$ cat config.mk
export PLATFORM = sky130hd
export DESIGN_NAME = countdown_timer
export DESIGN_NICKNAME = d
export VERILOG_FILES = /design/src/rtl/countdown_timer.sv
export SDC_FILE = /design/constraint.sdc
export NUM_CORES = 1
export LEC_CHECK = 0
export BUFFER_PORTS_ARGS = -buffer_cell sky130_fd_sc_hd__buf_2
export CAP_MARGIN = 15
export CORE_AREA = 2 2 39 41
export DETAILED_ROUTE_END_ITERATION = 16
export DIE_AREA = 0 0 41 43
export PLACE_DENSITY = 0.66
export SLEW_MARGIN = 10
export SYNTH_ARGS = -nofsm -noshare
export SYNTH_HDL_FRONTEND = slang
export SYNTH_SLANG_ARGS = --single-unit
$ cat constraint.sdc
create_clock -name clk -period 1.7 [get_ports clk]
set_input_delay 0.34 -clock clk [delete_from_list [all_inputs] [get_ports clk]]
set_output_delay 0.34 -clock clk [all_outputs]
set_load 0.05 [all_outputs]
$ cat src/rtl/countdown_timer.sv
// Loadable down-counting timer with borrow-out, one-cycle terminal pulse and sticky expired flag.
// Optional COUNTDOWN_AUTO_RELOAD_EN: reload on expiry and keep running (free-running divider).
module countdown_timer #(
    parameter int WIDTH = 4
) (
    input  logic             clk,
    input  logic             clr,
    input  logic             en,
    input  logic             load,
    input  logic [WIDTH-1:0] load_val,
    input  logic             ack,
    output logic [WIDTH-1:0] count,
    output logic             busy,
    output logic             bos,
    output logic             tc,
    output logic             expired
);

    typedef enum logic [1:0] {
        IDLE    = 2'd0,
        RUN     = 2'd1,
        EXPIRED = 2'd2
    } state_t;

    state_t           state_q;
    logic [WIDTH-1:0] count_q;
    logic [WIDTH-1:0] count_d;
    logic [WIDTH-1:0] reload_q;
    logic             tc_q;
    logic             expired_q;
    logic             last_step;

    // The enabled step that takes the count from 1 to 0; also the borrow-out.
    assign last_step = (state_q == RUN) && en && (count_q == WIDTH'(1));
    assign count_d   = count_q - WIDTH'(1);

    always_ff @(posedge clk or posedge clr) begin
        if (clr) begin
            state_q   <= IDLE;
            count_q   <= '0;
            reload_q  <= '0;
            tc_q      <= 1'b0;
            expired_q <= 1'b0;
        end else begin
            tc_q <= 1'b0;
            if (load) begin
                count_q  <= load_val;
                reload_q <= load_val;
                if (load_val != '0) begin
                    state_q   <= RUN;
                    expired_q <= 1'b0;
                end else begin
                    state_q   <= EXPIRED;
                    expired_q <= 1'b1;
                    tc_q      <= 1'b1;
                end
            end else begin
                case (state_q)
                    RUN: begin
`ifdef COUNTDOWN_AUTO_RELOAD_EN
                        if (ack) begin
                            expired_q <= 1'b0;
                        end else if (last_step) begin
                            expired_q <= 1'b1;
                        end
                        if (last_step) begin
                            tc_q <= 1'b1;
                            if (reload_q != '0) begin
                                count_q <= reload_q;
                            end else begin
                                count_q   <= '0;
                                state_q   <= EXPIRED;
                                expired_q <= 1'b1;
                            end
                        end else if (en) begin
                            count_q <= count_d;
                        end
`else
                        if (last_step) begin
                            tc_q      <= 1'b1;
                            expired_q <= 1'b1;
                            count_q   <= '0;
                            state_q   <= EXPIRED;
                        end else if (en) begin
                            count_q <= count_d;
                        end
`endif
                    end
                    EXPIRED: begin
                        if (ack) begin
                            state_q   <= IDLE;
                            expired_q <= 1'b0;
                        end
                    end
                    default: begin
                    end
                endcase
            end
        end
    end

    assign count   = count_q;
    assign busy    = (state_q == RUN);
    assign bos     = last_step;
    assign tc      = tc_q;
    assign expired = expired_q;

endmodule

=== After elaboration in Yosys (flattened, before gate mapping) ===
Index checks and enable logic that the tools add are counted.

* Output and inout port bits: 8
* Input port bits: 9
* Register bits after elaboration: 8
* Word-level logic and storage cells: 35

* Add/sub/neg operators: 1
* Reductions and logical operators: 8
* Eq/ne operators: 5
* Mux-type cells: 17

{| class="wikitable"
|+ Operators by type and width
! cell !! count
|-
| $mux 4 || 4
|-
| $mux 2 || 4
|-
| $mux 1 || 7
|-
| $reduce_bool 3->1 || 2
|-
| $eq 4x1->1 const B || 1
|-
| $pmux 2 s2 || 1
|-
| $reduce_bool 4->1 || 1
|-
| $sub 4x1->4 const B || 1
|-
| $ne 3x2->1 const B || 1
|-
| $ne 3x3->1 const B || 1
|-
| $reduce_and 3->1 || 1
|-
| $eq 2x1->1 const B || 1
|-
| $eq 2x2->1 const B || 1
|-
| $logic_and 1x1->1 || 2
|-
| $pmux 1 s2 || 1
|-
| $reduce_and 2->1 || 1
|-
| $reduce_bool 2->1 || 1
|}

=== Longest topological paths before layout ===
* Word-level depth: 6
* Mapped depth: 5
* Mapped depth without buffers: 5

=== Least setup slack after synthesis ===
OpenSTA, ideal clock, no wires.

* Path type: reg-to-output
* From: register count_q[0], in the netlist count[0]
* To: output port bos
* Stages on the path, launching flop included: 4
* Required time: 1.360 ns
* Path buffers: 0
* Arrival: 1.497 ns
* Slack: -0.137 ns
* Cell sequence: dfrtp_1 -> ha_1 -> nor3b_1 -> and2_4

* Word-level cells in the longest chain between the ends: 2

{| class="wikitable"
|+ RTL lines
! item !! line !! RTL
|-
| from (decl) || 26 || <nowiki>logic [WIDTH-1:0] count_q;</nowiki>
|-
| from (signal assigned) || 47 || <nowiki>count_q <= load_val;</nowiki>
|-
| from (signal assigned) || 85 || <nowiki>count_q <= count_d;</nowiki>
|-
| $eq 4x1->1 || 34 || <nowiki>assign last_step = (state_q == RUN) && en && (count_q == WIDTH'(1));</nowiki>
|-
| $logic_and 1x1->1 || 34 ||
|-
| to (decl) || 14 || <nowiki>output logic bos,</nowiki>
|}

Every way passes these cells.

=== Final worst setup path ===
* From: register count_q[1], in the netlist count[1]
* To: output port bos

Same word-level chain as after synthesis.

==> reports/results.tsv <==
stage	metric	value	unit
timing	min cycle time layout	1720	ps
grt	initial antenna violation count	0	
timing	Final Max Slew Viols	0	
routing	Via density	5.07	
setup_path	Critical R2R Capture	count[2]	
grt	vias in the first global route	370	
run_status	violated checks	hold timing, setup timing	
grt	first-pass GRT wire length	1830	µm
routing	Routed WL per cell	14.4	µm
setup_path	crit-path max FO	2	
setup_path	launch point of the worst path	count[1]	
timing	Slew @ Worst Pin	530	ps
pwr	Sw Ratio	38.4	%
die	Core ar.	1380	µm²
timing	final worst slack	-18.6	ps
setup_path	CP Class	reg -> out	
grt	largest net degree at the start of global routing	8	
pwr	combinational share of power	34.8	%
timing	crit share post-route	101	%
routing	1st-iter DRT viols	18	
pwr	P_int	0.352	mW
yosys	Syn Nets	55	
pwr	Net Switching	0.219	mW
yosys	Netlist cell types	25	
pwr	P_leak	0.317	nW
finish	Fill cells	140	
hold_path	Hold Path Class	in -> async	
yosys	cell count after synthesis	44	
setup_path	Worst EP required	1360	ps
yosys	Area contributors post-synth	dfrtp_1 (41%), ha_1 (5.9%), inv_1 (5.3%)	
die	die height	43	µm
placement	Detailed Place HPWL	856	µm
cts	clock tree buffer depth	2	
timing	max frequency	582	MHz
die	IO Pins	17	
finish	Area growth syn-to-layout	46.0	%
die	count of standard-cell rows	14	
cts	CTS tree	done	
yosys	post-synthesis sequential area ratio	41.1	%
grt	total grt overflow	0	
timing	final clock skew	3.51	ps
yosys	mapped cell area	427	µm²
routing	final antenna-violating net count	0	
timing	Final Hold Fails	1	
cts	number of H-tree levels	1	
cts	Skew-Pair Late Insertion Delay	270	ps
setup_path	worst flop-to-flop path startpoint	count[1]	
setup_path	CP Launch Type	flip-flop	
finish	most frequent cells in the layout	buf_2 (15), buf_4 (6), inv_1 (5), dfrtp_1 (5)	
grt	overall global routing resource usage	17.0	%
finish	final net count	81	
die	Starting Density	30.8	%
pwr	Pwr per Cell Area	917	nW/µm²
cts	hold_buf cts	0	
cts	Root Buffer	clkbuf_4	
yosys	Main synth FF type	dfrtp_1	
timing	Worst Hold Slack	-0.852	ps
setup_path	cells on worst reg2reg path	6	
finish	Antenna diodes	0	
cts	Num CTS Buffers	3	
routing	DR DRC count	0	
setup_path	Critical Path AT	1380	ps
die	die area	1760	µm²
timing	Setup Viol. Count Final	1	
pwr	clock share of power	29.0	%
placement	placed cells	77	
yosys	Synth top area share	41.1	%
yosys	asr flop ratio synth	100	%
yosys	Syn Area/Cell	9.70	µm²
run_status	status	finished, violations left	
setup_path	CP endpoint kind	output pin	
run	max-cap viol count	0	
routing	DRT Pass-1 Iters	3	
finish	final non-filler cell total	85	
finish	fraction of layout cells with a size suffix above 1	49.3	%
timing	RSZ-0062 raised after global routing	yes	
finish	fin util	45.0	%
setup_path	Setup crit end	bos	
setup_path	r2r setup slk	290	ps
routing	total wire length	1230	µm
yosys	cell taking the most area after synthesis	dfrtp_1	
timing	slew margin rel.	64.4	%
placement	Port Buffers	16	
finish	commonest non-fill, non-tap cell in the layout	buf_2	
placement	RePlAce Congestion	0.808	
pwr	sequential power share	36.2	%
cts	clock sinks	7	
cts	clock transition at the registers of the reported paths	60	ps
yosys	synth warn	0	
yosys	Post-synth EDFFs	0	
pwr	Peak VDD IR	0.000368	V
routing	Via Count	431	
die	DIE WIDTH	41	µm
yosys	Synth Register Bits	7	
==> cells in the mapped netlist (2+ instances only) <==
master,n
nand2_1,2
ha_1,2
nor3_1,2
a21oi_1,3
inv_1,6
dfrtp_1,7
nor3b_1,2
o21ai_0,2
nor2_1,2
==> power groups by stage <==
stage / registers [mW] / logic [mW] / clock network, mW
global route: 0.209 / 0.211 / 0.178
finish: 0.207 / 0.199 / 0.166
detailed placement: 0.206 / 0.166 / 0
global placement: 0.204 / 0.164 / 0
floorplan: 0.252 / 0.0725 / 0
CTS: 0.205 / 0.193 / 0.164
==> flip-flops by register name, summed over array words and instances (netlist names) <==
signal,flops
state_q,2
count,4
tc,1
==> through the flow <==
step / setup TNS [ps] / power, mW / instance area, µm² / worst slack (ps)
2_1_floorplan: 0 / 0.325 / 434 / 86.8
3_3_place_gp: 0 / 0.367 / 538 / 111
3_5_place_dp: 0 / 0.372 / 538 / 73.1
4_1_cts: -5.67 / 0.563 / 616 / -5.67
5_1_grt: -50.6 / 0.597 / 623 / -50.6
6_report: -18.6 / 0.572 / 623 / -18.6
==> cell type report <==
cell class,count,area (µm²),share of cell area [%]
multi-input combinational,30,241,38.8
sequential,7,178,28.5
timing repair buffer,22,135,21.7
clock buffer,4,26.3,4.22
inverter,6,22.5,3.61
tap,16,20.0,3.21
==> worst max-delay path, cell delays in order, from the launching register on <==
cell     delay (ps)
dfrtp_2         410
inv_2            80
ha_4            120
nor3b_4         180
and2_4          180
buf_8           140
==> timing repair <==
action | CTS | global route
setup endpoints to repair | 1 | 1
buffers inserted | 3 | 1
pin swaps | 1 | 1
gates resized for setup | 7 | 0
==> cell families after synthesis <==
family          after synthesis  synth area share [%]
flops                         7                  41.1
buf+inv                       7                  7.92
fa+ha+maj                     2                  5.86
compound gates                9                  13.2
mux                           3                  8.50
simple gates                 16                  23.5
==> routing by layer <==
metal | track usage, % | vias to the layer above | wire length, µm
li1 | - | 203 | -
met1 | 16.9 | 209 | 470
met2 | 27.2 | 16 | 677
met3 | 7.85 | 3 | 60
met4 | 10.0 | 0 | 17
met5 | 0 | - | 0
==> worst min-delay path by stage <==
stage | startpoint | end | slack (ps) | depth (start not counted)
floorplan | clr | count[2] | 140 | 1
global placement | clr | tc | 280 | 2
detailed placement | clr | tc | 290 | 2
CTS | clr | tc | 10 | 2
global route | clr | tc | 30 | 2
finish | clr | tc | -0.9 | 2
No activity file was read; power rests on OpenSTA's default activity.
